===== src/rtl/store_commit_queue.sv =====
// Committed-store queue: buffers retired stores in order and drains them to the D$.
// It also flags loads whose page offset may alias a pending or incoming store.
module store_commit_queue #(
  parameter int unsigned DEPTH = 4
) (
  input  logic        clk_i,
  input  logic        rst_ni,
  input  logic        valid_i,
  output logic        ready_o,
  input  logic [63:0] paddr_i,
  input  logic [63:0] data_i,
  input  logic [7:0]  be_i,
  input  logic [1:0]  data_size_i,
  input  logic [11:0] page_offset_i,
  output logic        page_offset_matches_o,
  output logic        no_st_pending_o,
  output logic        req_o,
  input  logic        gnt_i,
  output logic [63:0] addr_o,
  output logic [63:0] wdata_o,
  output logic [7:0]  be_o,
  output logic [1:0]  size_o
);

  localparam int unsigned PTR_W = (DEPTH > 1) ? $clog2(DEPTH) : 1;
  localparam int unsigned CNT_W = PTR_W + 1;
  localparam logic [CNT_W-1:0] FULL_CNT = CNT_W'(DEPTH);

  logic [63:0]      paddr_q [DEPTH];
  logic [63:0]      data_q  [DEPTH];
  logic [7:0]       be_q    [DEPTH];
  logic [1:0]       size_q  [DEPTH];
  logic [DEPTH-1:0] valid_q;
  logic [PTR_W-1:0] rd_ptr_q;
  logic [PTR_W-1:0] wr_ptr_q;
  logic [CNT_W-1:0] count_q;

  logic push;
  logic pop;
  logic match;
  logic unused_offset_bits;

  // Both ports use valid/ready semantics: a transfer happens in exactly the
  // cycle where the source's valid (valid_i / req_o) and the sink's
  // ready (ready_o / gnt_i) are both high; the source holds its payload
  // stable until that cycle.
  assign ready_o = (count_q != FULL_CNT);
  assign req_o   = (count_q != '0);
  assign push    = valid_i && ready_o;
  assign pop     = req_o && gnt_i;

  assign no_st_pending_o = (count_q == '0);

  assign addr_o  = paddr_q[rd_ptr_q];
  assign wdata_o = data_q[rd_ptr_q];
  assign be_o    = be_q[rd_ptr_q];
  assign size_o  = size_q[rd_ptr_q];

  // Byte offset inside a doubleword never disambiguates; only bits [11:3] compare.
  assign unused_offset_bits = ^page_offset_i[2:0];

  always_comb begin
    match = valid_i && (paddr_i[11:3] == page_offset_i[11:3]);
    for (int i = 0; i < DEPTH; i++) begin
      if (valid_q[i] && (paddr_q[i][11:3] == page_offset_i[11:3])) begin
        match = 1'b1;
      end
    end
  end

  assign page_offset_matches_o = match;

  always_ff @(posedge clk_i or negedge rst_ni) begin
    if (!rst_ni) begin
      rd_ptr_q <= '0;
      wr_ptr_q <= '0;
      count_q  <= '0;
      valid_q  <= '0;
      for (int i = 0; i < DEPTH; i++) begin
        paddr_q[i] <= '0;
        data_q[i]  <= '0;
        be_q[i]    <= '0;
        size_q[i]  <= '0;
      end
    end else begin
      if (push) begin
        paddr_q[wr_ptr_q] <= paddr_i;
        data_q[wr_ptr_q]  <= data_i;
        be_q[wr_ptr_q]    <= be_i;
        size_q[wr_ptr_q]  <= data_size_i;
        valid_q[wr_ptr_q] <= 1'b1;
        wr_ptr_q          <= wr_ptr_q + PTR_W'(1);
      end
      // A pop and a push never hit the same slot: that needs empty (no pop) or full (no push).
      if (pop) begin
        valid_q[rd_ptr_q] <= 1'b0;
        rd_ptr_q          <= rd_ptr_q + PTR_W'(1);
      end
      unique case ({push, pop})
        2'b10:   count_q <= count_q + CNT_W'(1);
        2'b01:   count_q <= count_q - CNT_W'(1);
        default: count_q <= count_q;
      endcase
    end
  end

endmodule


===== config.mk =====
export PLATFORM = sky130hd
export DESIGN_NAME = store_commit_queue
export DESIGN_NICKNAME = d
export VERILOG_FILES = /design/src/rtl/store_commit_queue.sv
export SDC_FILE = /design/constraint.sdc
export NUM_CORES = 1
export LEC_CHECK = 0
export BUFFER_PORTS_ARGS = -buffer_cell sky130_fd_sc_hd__buf_2
export CAP_MARGIN = 20
export CORE_ASPECT_RATIO = 0.7
export CORE_MARGIN = 2
export CORE_UTILIZATION = 55
export CTS_BUF_LIST = sky130_fd_sc_hd__clkbuf_16
export CTS_CLUSTER_SIZE = 40
export DETAILED_ROUTE_END_ITERATION = 12
export PLACE_DENSITY_LB_ADDON = 0.25
export SLEW_MARGIN = 20
export SYNTH_ARGS = -nofsm -noshare
export SYNTH_HDL_FRONTEND = slang
export SYNTH_SLANG_ARGS = --single-unit

===== constraint.sdc =====
create_clock -name clk_i -period 2.8 [get_ports clk_i]
set_input_delay 0.42 -clock clk_i [delete_from_list [all_inputs] [get_ports clk_i]]
set_output_delay 0.42 -clock clk_i [all_outputs]
set_load 0.05 [all_outputs]

# Yosys cells after proc, flatten, opt, wreduce, memory -nomap -nowiden
# Index checks and enable logic that the tools add are counted.
# word_totals
ff_bits,563
in_bits,154
out_inout_bits,142
elab_cells,90
# op_classes
addsub,4
order_cmp,7
n_eq_ne,8
muxes,33
bitwise,5
reduce_logical,13
# op_table
cell,n
256-bit bitwise mux,2
64-bit 2-to-1 mux,5
64-bit binary-select mux with 2-bit select,2
64-bit demux with 2-bit select,1
9-bit == test,5
32-bit bitwise mux,1
8-bit 2-to-1 mux,3
8-bit binary-select mux with 2-bit select,1
8-bit demux with 2-bit select,1
1-bit logical AND,10
8-bit bitwise mux,1
4-bit 2-to-1 mux,2
3-bit >= comparator (second input constant),2
2-bit by 3-bit less-than comparator with 1-bit output (second input constant),2
1-bit 2-to-1 mux,6
2-bit 2-to-1 mux,3
2-bit NOT with 3-bit output,2
3-bit one-hot mux with 2 select lines,1
2-bit by 1-bit adder with 2-bit output (second input constant),2
4-bit bitwise AND,1
2-bit binary-select mux with 2-bit select,1
1-bit demux with 2-bit select,2
2-bit demux with 2-bit select,1
2-bit by 1-bit >= comparator with 1-bit output (second input constant),2
other kinds (11),11

# Longest topological paths before layout
# Gate-level depths: netlist (run 1).
# depth
word_depth,8
mapped_depth,11

# Least setup slack after synthesis (run 1)
# No wires, ideal clock.
# synth_path
kind,register to register
from,register count_q[2]
to,register count_q[2]
setup_ps,79
arrival_ps,2238
required_time_ps,2721
path_slack_ps,483
stages_incl_launch_ff,10
path_cell_list,dfrtp_1 or3_1 and2_1 clkbuf_1 ha_1 inv_1 fa_1 xor2_1 nor2_1 xor2_1
# synth_via
elab_chain_cells,4
word_cells_on_any_way,10
cone_classes,add/sub: 2; eq/ne: 3; mux: 1; reduce/logical: 4
# synth_lines
item,line,text
from (decl),36,logic [CNT_W-1:0] count_q;
from (signal assigned),100,2'b10: count_q <= count_q + CNT_W'(1);
from (signal assigned),101,2'b01: count_q <= count_q - CNT_W'(1);
from (signal assigned),102,default: count_q <= count_q;
3-bit nonzero test *,48,assign req_o = (count_q != '0);
net req_o,17,"output logic req_o,"
1-bit logical AND *,50,assign pop = req_o && gnt_i;
2-bit by 1-bit == test with 1-bit output / 2-bit == test (equally long branches),99,"unique case ({push, pop})"
3-bit one-hot mux with 2 select lines / 2-bit nonzero test (equally long branches),-,
# Mark *: on every way through the listed nets, which the timed path passes. The rest lies on a longest branch.
# A chain may end at the register's enable or synchronous reset.

# Worst setup path in the final report (run 1)
# layout_path
from,register rd_ptr_q[0]
to,output wdata_o[22]
# layout_via
elab_chain_cells,4
# layout_lines
item,line,text
from (decl),34,logic [PTR_W-1:0] rd_ptr_q;
from (signal assigned),97,rd_ptr_q <= rd_ptr_q + PTR_W'(1);
2-bit NOT with 3-bit output (implied by the code),55,assign wdata_o = data_q[rd_ptr_q];
64-bit binary-select mux with 2-bit select,55,
64-bit 2-to-1 mux (implied by the code) (2 in a row),55,
to (decl),20,"output logic [63:0] wdata_o,"
# No other way between the ends. The select of a mux whose other input is x is not followed.

==> metrics, run 1 <==
crit path cell chain buf_16 > mux4_2 > buf_2; die width 268.2 um; Post-Syn Area 26870 sq um; CP Max Fanout 51; DRC errors left 0; Layout area overhead 14.40%; fin nets 1921; drt total wl 56510 um; CTS tree done; Crit Path Category register to primary output; Vias per Instance 5.658; CP max-delay cell mux4_2; syn avg cell area 18.38 sq um; multi-input logic area 11810 sq um; syn nets 1626; Die H 188.9 um; largest net degree at the start of global routing 84; GP Congestion 0.8200; via count 13896; DRT iter0 DRCs 721; Util after Layout 0.6401; global-route wire length before repair 90670 um; RSZ-0062 raised after global routing true; Netlist cell types 29; skew final 0.01704 ns; Overflow after GRT 0; fin. max-slew vios 0; die area 50680 sq um; Final ANT Viol Nets 0; I/O Buffers 292; worst path required time 2.38 ns; Gate Count Post-Synth 1462; final setup vio count 0; Worst Path Arrival 2.32 ns; CTS Buf Count 53; outcome completed; I/O pins 296; Slew HR 0.5975; placed cell area 28950 sq um; H-tree depth 2; GRT Total Usage 0.2290; drt pass-1 iters 4; initial antenna violation count 7; vias in the first global route 15427; FP Rows 67; crit path time final 2.737 ns; Max Fclk 365.3 MHz; Worst Tran Pin Value 0.6037 ns; CP Launch Type register; flops & latches, synth 563; CP peak stage delay 0.60 ns; Clock Sinks 563; Initial Util 0.5595; element type at the critical path end primary output; endpoints failing hold 0; clk_lat worst skew 0.59 ns; warnings from Yosys 0; register area 14100 sq um; final instance area 30750 sq um; Root Driver clkbuf_16; clock-pin slew on the worst setup and hold paths 0.06 ns; MaxCap Viol Count 0; core area 48030 sq um; share of cells above drive strength 1 0.6175; sequential share of the synthesized area 0.5242; Fill cells 3398; Setup Fix Bufs, Post-CTS 0; DP HPWL 36060 um; CTS Buffer Depth 3; Tcrit/Tclk final 0.9776; per-cell routed wire length 23.01 um; hold crit path type input pin to register
==> worst max-delay path: cells and delay by family, from the launching register on <==
family | cells | cell delay (ns)
buffers and inverters | 2 | 0.60
DFF | 1 | 0.49
muxes | 1 | 0.60
==> timing repair <==
item | CTS | global route
hold buffers | 1 | 0
gates resized for setup | 1 | 22
hold endpoints to repair | 43 | 0
cloned | 0 | 0
setup endpoints to repair | 2 | 66
==> cells by family (layout without fill, tap and decap cells) <==
family,Yosys count,after routing,share of synthesized area
AO/OA/AOI/OAI,7,7,0.001816
XOR/XNOR,50,50,0.01629
adder cells (fa/ha/maj),10,10,0.004935
buffers and inverters,115,449,0.03776
flip-flops,563,563,0.5242
multiplexers,691,691,0.4082
other,0,5,0
AND/OR/NAND/NOR,26,26,0.006751
==> final cells by class <==
cell class                 instances  share of cell area
multi-input combinational        784              0.3840
antenna                            5           0.0004070
timing repair buffer             342             0.07272
sequential                       563              0.4585
tap                              655             0.02666
clock inverter                    39             0.01139
inverter                          13            0.001587
clock buffer                      55             0.04476
==> cell usage after synthesis, drive strengths merged <==
master | n | area [sq um]
mux2i | 1 | 10.01
inv | 13 | 48.79
o21ai | 2 | 10.01
nand2 | 6 | 52.55
and2 | 2 | 15.02
or3 | 1 | 6.260
dfrtp | 563 | 14090
mux2 | 552 | 7853
buf | 79 | 879.6
a41oi | 1 | 8.760
mux4 | 138 | 3108
a22oi | 4 | 30.03
clkbuf | 23 | 86.33
nor2 | 1 | 3.750
nand4 | 6 | 37.54
fa | 1 | 20.02
xor2 | 35 | 306.5
ha | 9 | 112.6
nand3 | 1 | 10.01
xnor2 | 15 | 131.4
nor4 | 9 | 56.30
==> layer usage <==
metal	track usage	share of wire
met2	0.3506	0.47
met3	0.04708	0.055
met5	0	0.00048
met1	0.3413	0.46
met4	0.04813	0.015
==> path summary, 6_finish.rpt <==
check | endpoint | depth (start not counted) | slack [ns] | from
max reg2reg | count_q[2]$_DFFE_PN0P_ | 8 | 0.65 | count_q[2]$_DFFE_PN0P_
max | wdata_o[22] | 3 | 0.06 | rd_ptr_q[0]$_DFFE_PN0N_
min reg2reg | data_q[11]$_DFFE_PN0P_ | 1 | 0.50 | data_q[11]$_DFFE_PN0P_
max in group asynchronous | data_q[10]$_DFFE_PN0P_ | 3 | 1.38 | rst_ni
min | data_q[192]$_DFFE_PN0P_ | 2 | 0.09 | data_i[0]
min in group asynchronous | data_q[116]$_DFFE_PN0P_ | 2 | 0.40 | rst_ni
==> flip-flops by register name, summed over array words and instances (netlist names) <==
register,flops
paddr_q,256
rd_ptr_q,2
size_q,8
wr_ptr_q,2
valid_q,4
be_q,32
data_q,256
count_q,3
==> stage by stage <==
stage               cells  TNS [ns]  hold WS (ns)  setup WS [ns]
floorplan            1462         0        0.1244         0.4830
global placement     2356         0        0.4156         0.6587
detailed placement   2356         0        0.4203         0.6431
CTS                  2451         0       0.05318       0.007200
global route         2453   -0.9523       0.08309       -0.05428
finish               2456         0       0.09462        0.06272
==> layout by cell type (no fill, tap or decap), drive strengths merged, types with 3 or more instances in the layout <==
cell type and count:
clkinvlp 3, dfrtp 563, clkinv 13, mux2 552, a22oi 4, buf 341
xnor2 15, mux4 138, xor2 35, diode 5, inv 29, clkbuf 55
bufinv 7, ha 9, nand2 6, nand4 6, nor4 9
Power of run 1 is not shown: default switching activity piles up to over one toggle a cycle in this logic, so the estimate is an artifact.
==> run 2, diff against run 1 <==
--- a/config.mk
+++ b/config.mk
@@ -14,6 +14,7 @@
 export CTS_CLUSTER_SIZE = 40
 export DETAILED_ROUTE_END_ITERATION = 12
 export PLACE_DENSITY_LB_ADDON = 0.25
+export REMOVE_ABC_BUFFERS = 1
 export SLEW_MARGIN = 20
 export SYNTH_ARGS = -nofsm -noshare
 export SYNTH_HDL_FRONTEND = slang
==> run 2 against run 1 <==
  * Maximum frequency is 0.88% higher
  * Utilization is 0.076 points higher
  * Die area stayed put
  * Largest cell class unchanged
  * Critical path depth is 1 higher
  * Critical path type unchanged
  * Via count hardly changed
  * Count of clock-buffer cells in the layout is 2 higher
  * Clock skew is 0.0016 ns lower
  * Cell count is 0.86% higher
==> metrics, run 2 (synthesized netlist as in run 1, its figures left out) <==
outcome completed (unchanged); CTS Buffer Depth 3 (unchanged); hold crit path type input pin to register (unchanged); fin nets 1943 (was 1921); most frequent cells in the layout 561 x dfrtp_1, 436 x mux2_4, 287 x buf_2, 138 x mux4_2, 116 x mux2_2 (was 561 x dfrtp_1, 436 x mux2_4, 282 x buf_2, 138 x mux4_2, 116 x mux2_2); DP HPWL 36500 um (was 36060 um); largest registers data_q x256, paddr_q x256, be_q x32 (unchanged); final setup vio count 0 (unchanged); fin. max-slew vios 0 (unchanged); clock-pin slew on the worst setup and hold paths 0.06 ns (about the same); reg2reg start count_q[1]$_DFFE_PN0P_ (was count_q[2]$_DFFE_PN0P_); Endpoint, Worst Hold data_q[205]$_DFFE_PN0P_ (was data_q[192]$_DFFE_PN0P_); GP Congestion 0.8280 (was 0.8200); placed cell area 29050 sq um (was 28950 sq um); drt total wl 56410 um (was 56510 um); global-route wire length before repair 90450 um (was 90670 um); Slew HR 0.5714 (was 0.5975); FF-to-FF setup slack 0.61 ns (was 0.65 ns); Worst Path Arrival 2.29 ns (was 2.32 ns); MaxCap Viol Count 0 (unchanged); H-tree depth 2 (unchanged); multi-input logic area 11810 sq um (unchanged); CP max-delay cell mux4_2 (unchanged); Root Driver clkbuf_16 (unchanged); initial antenna violation count 11 (was 7); reg2reg path depth 6 (was 8); CP Launch Type register (unchanged); Initial Util 0.5595 (unchanged); die area 50680 sq um (unchanged); per-cell routed wire length 22.77 um (was 23.01 um); GRT Total Usage 0.2276 (was 0.2290); I/O pins 296 (unchanged); crit path time final 2.713 ns (was 2.737 ns); Die H 188.9 um (unchanged); DRT iter0 DRCs 798 (was 721); CP Max Fanout 10 (was 51); Vias per Instance 5.612 (was 5.658); vias in the first global route 15429 (was 15427); Worst Tran Pin Value 0.6429 ns (was 0.6037 ns); Crit Path Category register to primary output (unchanged); element type at the critical path end primary output (unchanged); RSZ-0062 raised after global routing true (unchanged); CTS tree done (unchanged); CTS Buf Count 55 (was 53); via count 13901 (was 13896); die width 268.2 um (unchanged); Util after Layout 0.6408 (was 0.6401); FP Rows 67 (unchanged); Max Fclk 368.5 MHz (was 365.3 MHz); register area 14100 sq um (unchanged); WHS Path Cells 2 (unchanged); DRC errors left 0 (unchanged); r2r endpoint size_q[2]$_DFFE_PN0P_ (was count_q[2]$_DFFE_PN0P_); I/O Buffers 292 (unchanged); crit path cell chain buf_12 > buf_4 > mux4_2 > buf_2 (was buf_16 > mux4_2 > buf_2); Clock Sinks 563 (unchanged); hold_sp data_i[13] (was data_i[0]); final instance area 30780 sq um (was 30750 sq um); commonest non-fill, non-tap cell in the layout dfrtp_1 (unchanged); Final ANT Viol Nets 0 (unchanged); Overflow after GRT 0 (unchanged); endpoints failing hold 0 (unchanged); skew final 0.01544 ns (was 0.01704 ns); Fill cells 3419 (was 3398); drt pass-1 iters 4 (unchanged); largest net degree at the start of global routing 81 (was 84); Layout area overhead 14.54% (was 14.40%); clk_lat worst skew 0.59 ns (about the same); worst path required time 2.38 ns (about the same); CP peak stage delay 0.55 ns (was 0.60 ns); core area 48030 sq um (unchanged); share of cells above drive strength 1 0.6220 (was 0.6175); Tcrit/Tclk final 0.9691 (was 0.9776)
-- run 2: worst max-delay path: cells and delay by family (launching register included) --
| family | cells | cell delay [ns] |
|---|---|---|
| buffers and inverters | 3 | 0.64 |
| muxes | 1 | 0.55 |
| DFF | 1 | 0.52 |
-- run 2: how the worst max path moves through the flow --
stage	from	end	slack, ns	cells after the start
after floorplan	rd_ptr_q[0]$_DFFE_PN0N_	addr_o[0]	-3.88	1
after global placement	rd_ptr_q[0]$_DFFE_PN0N_	addr_o[44]	0.57	4
final	rd_ptr_q[0]$_DFFE_PN0N_	wdata_o[53]	0.09	4
after CTS	rd_ptr_q[0]$_DFFE_PN0N_	wdata_o[53]	0.03	4
after global routing	rd_ptr_q[0]$_DFFE_PN0N_	be_o[1]	-0.02	3
after detailed placement	rd_ptr_q[0]$_DFFE_PN0N_	wdata_o[53]	0.57	4
-- run 2: per-stage QoR --
step / hold WS (ns) / worst slack [ns] / instances / TNS (ns)
after detailed placement: 0.4493 / 0.5704 / 2369 / 0
final: 0.1054 / 0.08659 / 2477 / 0
after CTS: 0.06760 / 0.02750 / 2467 / 0
after global placement: 0.4474 / 0.5710 / 2369 / 0
after floorplan: 0.1244 / -3.880 / 1360 / -634.40
after global routing: 0.08395 / -0.01977 / 2471 / -0.07006
-- run 2: final cells by class --
cell class | count | share of cell area
inverter | 13 | 0.001585
sequential | 563 | 0.4579
multi-input combinational | 784 | 0.3835
clock buffer | 57 | 0.04634
antenna | 7 | 0.0005691
tap | 655 | 0.02662
timing repair buffer | 362 | 0.07772
clock inverter | 36 | 0.005691
-- run 2: metal layers --
metal  part of all wire  GRT usage
met1               0.45     0.3214
met2               0.47     0.3571
met3              0.061    0.05918
met4              0.016    0.05157
met5             0.0012          0
-- run 2: repair_timing --
action,in CTS,in global routing
endpoints found under the setup margin,78,14
hold endpoints to repair,52,0
gates cloned,1,0
hold buffers,1,0
resized for setup,1,7
setup buffers,3,3
Power of run 2 is left out for the same reason.
==> run 3, diff against run 2 <==
--- a/config.mk
+++ b/config.mk
@@ -11,9 +11,11 @@
 export CORE_MARGIN = 2
 export CORE_UTILIZATION = 55
 export CTS_BUF_LIST = sky130_fd_sc_hd__clkbuf_16
+export CTS_CLUSTER_DIAMETER = 200
 export CTS_CLUSTER_SIZE = 40
 export DETAILED_ROUTE_END_ITERATION = 12
 export PLACE_DENSITY_LB_ADDON = 0.25
+export RECOVER_POWER = 50
 export REMOVE_ABC_BUFFERS = 1
 export SLEW_MARGIN = 20
 export SYNTH_ARGS = -nofsm -noshare
==> run 3 against run 2 <==
  * The run now ends with max-capacitance violations, max-slew violations left
  * Setup slack worse by 0.040 ns
  * Via count shrank 2.3%
  * Die area unchanged
  * Worst hold slack got worse by 0.0094 ns
  * Clock skew up 0.048 ns
  * Maximum frequency is 1.5% lower
  * Sequential cell count unchanged
  * Register-to-register slack worse by 0.40 ns
==> metrics, run 3 (synthesized netlist as in run 1, its figures left out) <==
largest registers data_q x256, paddr_q x256, be_q x32 (unchanged); Crit Path Category register to primary output (unchanged); endpoints failing hold 0 (unchanged); largest net degree at the start of global routing 81 (unchanged); final setup vio count 0 (unchanged); Slew HR -0.3310 (was 0.5714); element type at the critical path end primary output (unchanged); crit path time final 2.754 ns (was 2.713 ns); initial antenna violation count 13 (was 11); outcome finished, violations left (was completed); reg2reg path depth 6 (unchanged); H-tree depth 1 (was 2); per-cell routed wire length 22.92 um (was 22.77 um); Final ANT Viol Nets 0 (unchanged); r2r endpoint data_q[74]$_DFFE_PN0P_ (was size_q[2]$_DFFE_PN0P_); CTS Buffer Depth 3 (unchanged); Layout area overhead 9.558% (was 14.54%); hold crit path type input pin to register (unchanged); core area 48030 sq um (unchanged); drt pass-1 iters 4 (unchanged); Max Fclk 363.2 MHz (was 368.5 MHz); CTS tree done (unchanged); crit path cell chain buf_12 > buf_4 > mux4_2 > buf_2 (unchanged); CP max-delay cell mux4_2 (unchanged); non-filler instance count after layout 2402 (was 2477); RSZ-0062 raised after global routing true (unchanged); via count 13575 (was 13901); I/O pins 296 (unchanged); Clock Sinks 563 (unchanged); Initial Util 0.5595 (unchanged); Worst Setup SP rd_ptr_q[0]$_DFFE_PN0N_ (unchanged); clock-pin slew on the worst setup and hold paths 0.15 ns (was 0.06 ns); Tcrit/Tclk final 0.9834 (was 0.9691); FF-to-FF setup slack 0.21 ns (was 0.61 ns); vias in the first global route 14925 (was 15429); die width 268.2 um (unchanged); crit path capture wdata_o[50] (was wdata_o[53]); die area 50680 sq um (unchanged); Overflow after GRT 0 (unchanged); skew final 0.06385 ns (was 0.01544 ns); Die H 188.9 um (unchanged); CP Launch Type register (unchanged); GP Congestion 0.8280 (unchanged); MaxCap Viol Count 1 (was 0); Worst Path Arrival 2.33 ns (was 2.29 ns); DRT iter0 DRCs 751 (was 798); CP peak stage delay 0.53 ns (was 0.55 ns); CP Max Fanout 20 (was 10); DP HPWL 36500 um (unchanged); I/O Buffers 292 (unchanged); fin nets 1900 (was 1943); GRT Total Usage 0.2204 (was 0.2276); CTS Buf Count 18 (was 55); Inst Count DP 2369 (unchanged); drt total wl 55060 um (was 56410 um); FP Rows 67 (unchanged); commonest non-fill, non-tap cell in the layout dfrtp_1 (unchanged); share of cells above drive strength 1 0.6059 (was 0.6220); reg2reg start count_q[0]$_DFFE_PN0P_ (was count_q[1]$_DFFE_PN0P_); fin. max-slew vios 66 (was 0); DRC errors left 0 (unchanged); failing checks max-capacitance violations, max-slew violations; global-route wire length before repair 88350 um (was 90450 um); worst path required time 2.38 ns (about the same); clk_lat worst skew 0.58 ns (was 0.59 ns); most frequent cells in the layout 561 x dfrtp_1, 419 x mux2_4, 292 x buf_2, 138 x mux4_2, 116 x mux2_2 (was 561 x dfrtp_1, 436 x mux2_4, 287 x buf_2, 138 x mux4_2, 116 x mux2_2); Vias per Instance 5.652 (was 5.612); Worst Tran Pin Value 1.996 ns (was 0.6429 ns); Fill cells 3570 (was 3419); Root Driver clkbuf_16 (unchanged)
[run 3: per-layer routing]
metal / share of wire / track usage / vias to the layer above
met5: 0.0013 / 0 / -
met1: 0.46 / 0.3206 / 7411
met3: 0.050 / 0.04708 / 52
met2: 0.47 / 0.3506 / 195
li1: - / - / 5907
met4: 0.015 / 0.03416 / 10
[run 3: cell type report]
cell class | count | area, sq um | area share
Antenna cell | 9 | 22.52 | 0.0007649
Multi-Input combinational cell | 784 | 11710 | 0.3978
Clock inverter | 3 | 37.54 | 0.001275
Sequential cell | 563 | 14100 | 0.4788
Clock buffer | 19 | 475.5 | 0.01615
Timing Repair Buffer | 356 | 2232 | 0.07581
Tap cell | 655 | 819.5 | 0.02783
Inverter | 13 | 48.80 | 0.001657
[run 3: worst min-delay path by stage]
stage | startpoint | end | slack [ns] | cells after the start
2_1_floorplan | rst_ni | be_q[0]$_DFFE_PN0P_ | 0.12 | 0
3_3_place_gp | rst_ni | data_q[185]$_DFFE_PN0P_ | 0.45 | 1
3_5_place_dp | rst_ni | data_q[147]$_DFFE_PN0P_ | 0.45 | 1
4_1_cts | data_i[13] | data_q[205]$_DFFE_PN0P_ | 0.07 | 2
5_1_grt | be_i[0] | be_q[24]$_DFFE_PN0P_ | 0.07 | 2
6_report | be_i[0] | be_q[24]$_DFFE_PN0P_ | 0.1 | 2
[run 3: repair_timing]
item	4_1_cts	5_1_grt
resized for setup	1	0
endpoints found under the setup margin	99	75
buffers inserted	1	0
hold buffers	1	0
hold endpoints to repair	52	0
[run 3: worst max-delay path, delay by kind of cell, from the launching register on]
kind                   cells  cell delay (ns)
DFF                        1             0.51
buffers and inverters      3             0.68
muxes                      1             0.53
[run 3: stage by stage]
| step | cell area (sq um) | worst slack, ns | util | hold WS [ns] | setup TNS (ns) |
|---|---|---|---|---|---|
| after floorplan | 25910 | -3.880 | - | 0.1244 | -634.40 |
| final | 29440 | 0.04634 | 0.6130 | 0.09601 | 0 |
| after CTS | 29580 | -0.001657 | 0.6158 | 0.06801 | -0.001657 |
| after global routing | 29430 | -0.04647 | 0.6126 | 0.07221 | -1.362 |
| after global placement | 29050 | 0.5710 | 0.6047 | 0.4474 | 0 |
| after detailed placement | 29050 | 0.5704 | 0.6047 | 0.4493 | 0 |
Power of run 3 is left out for the same reason.
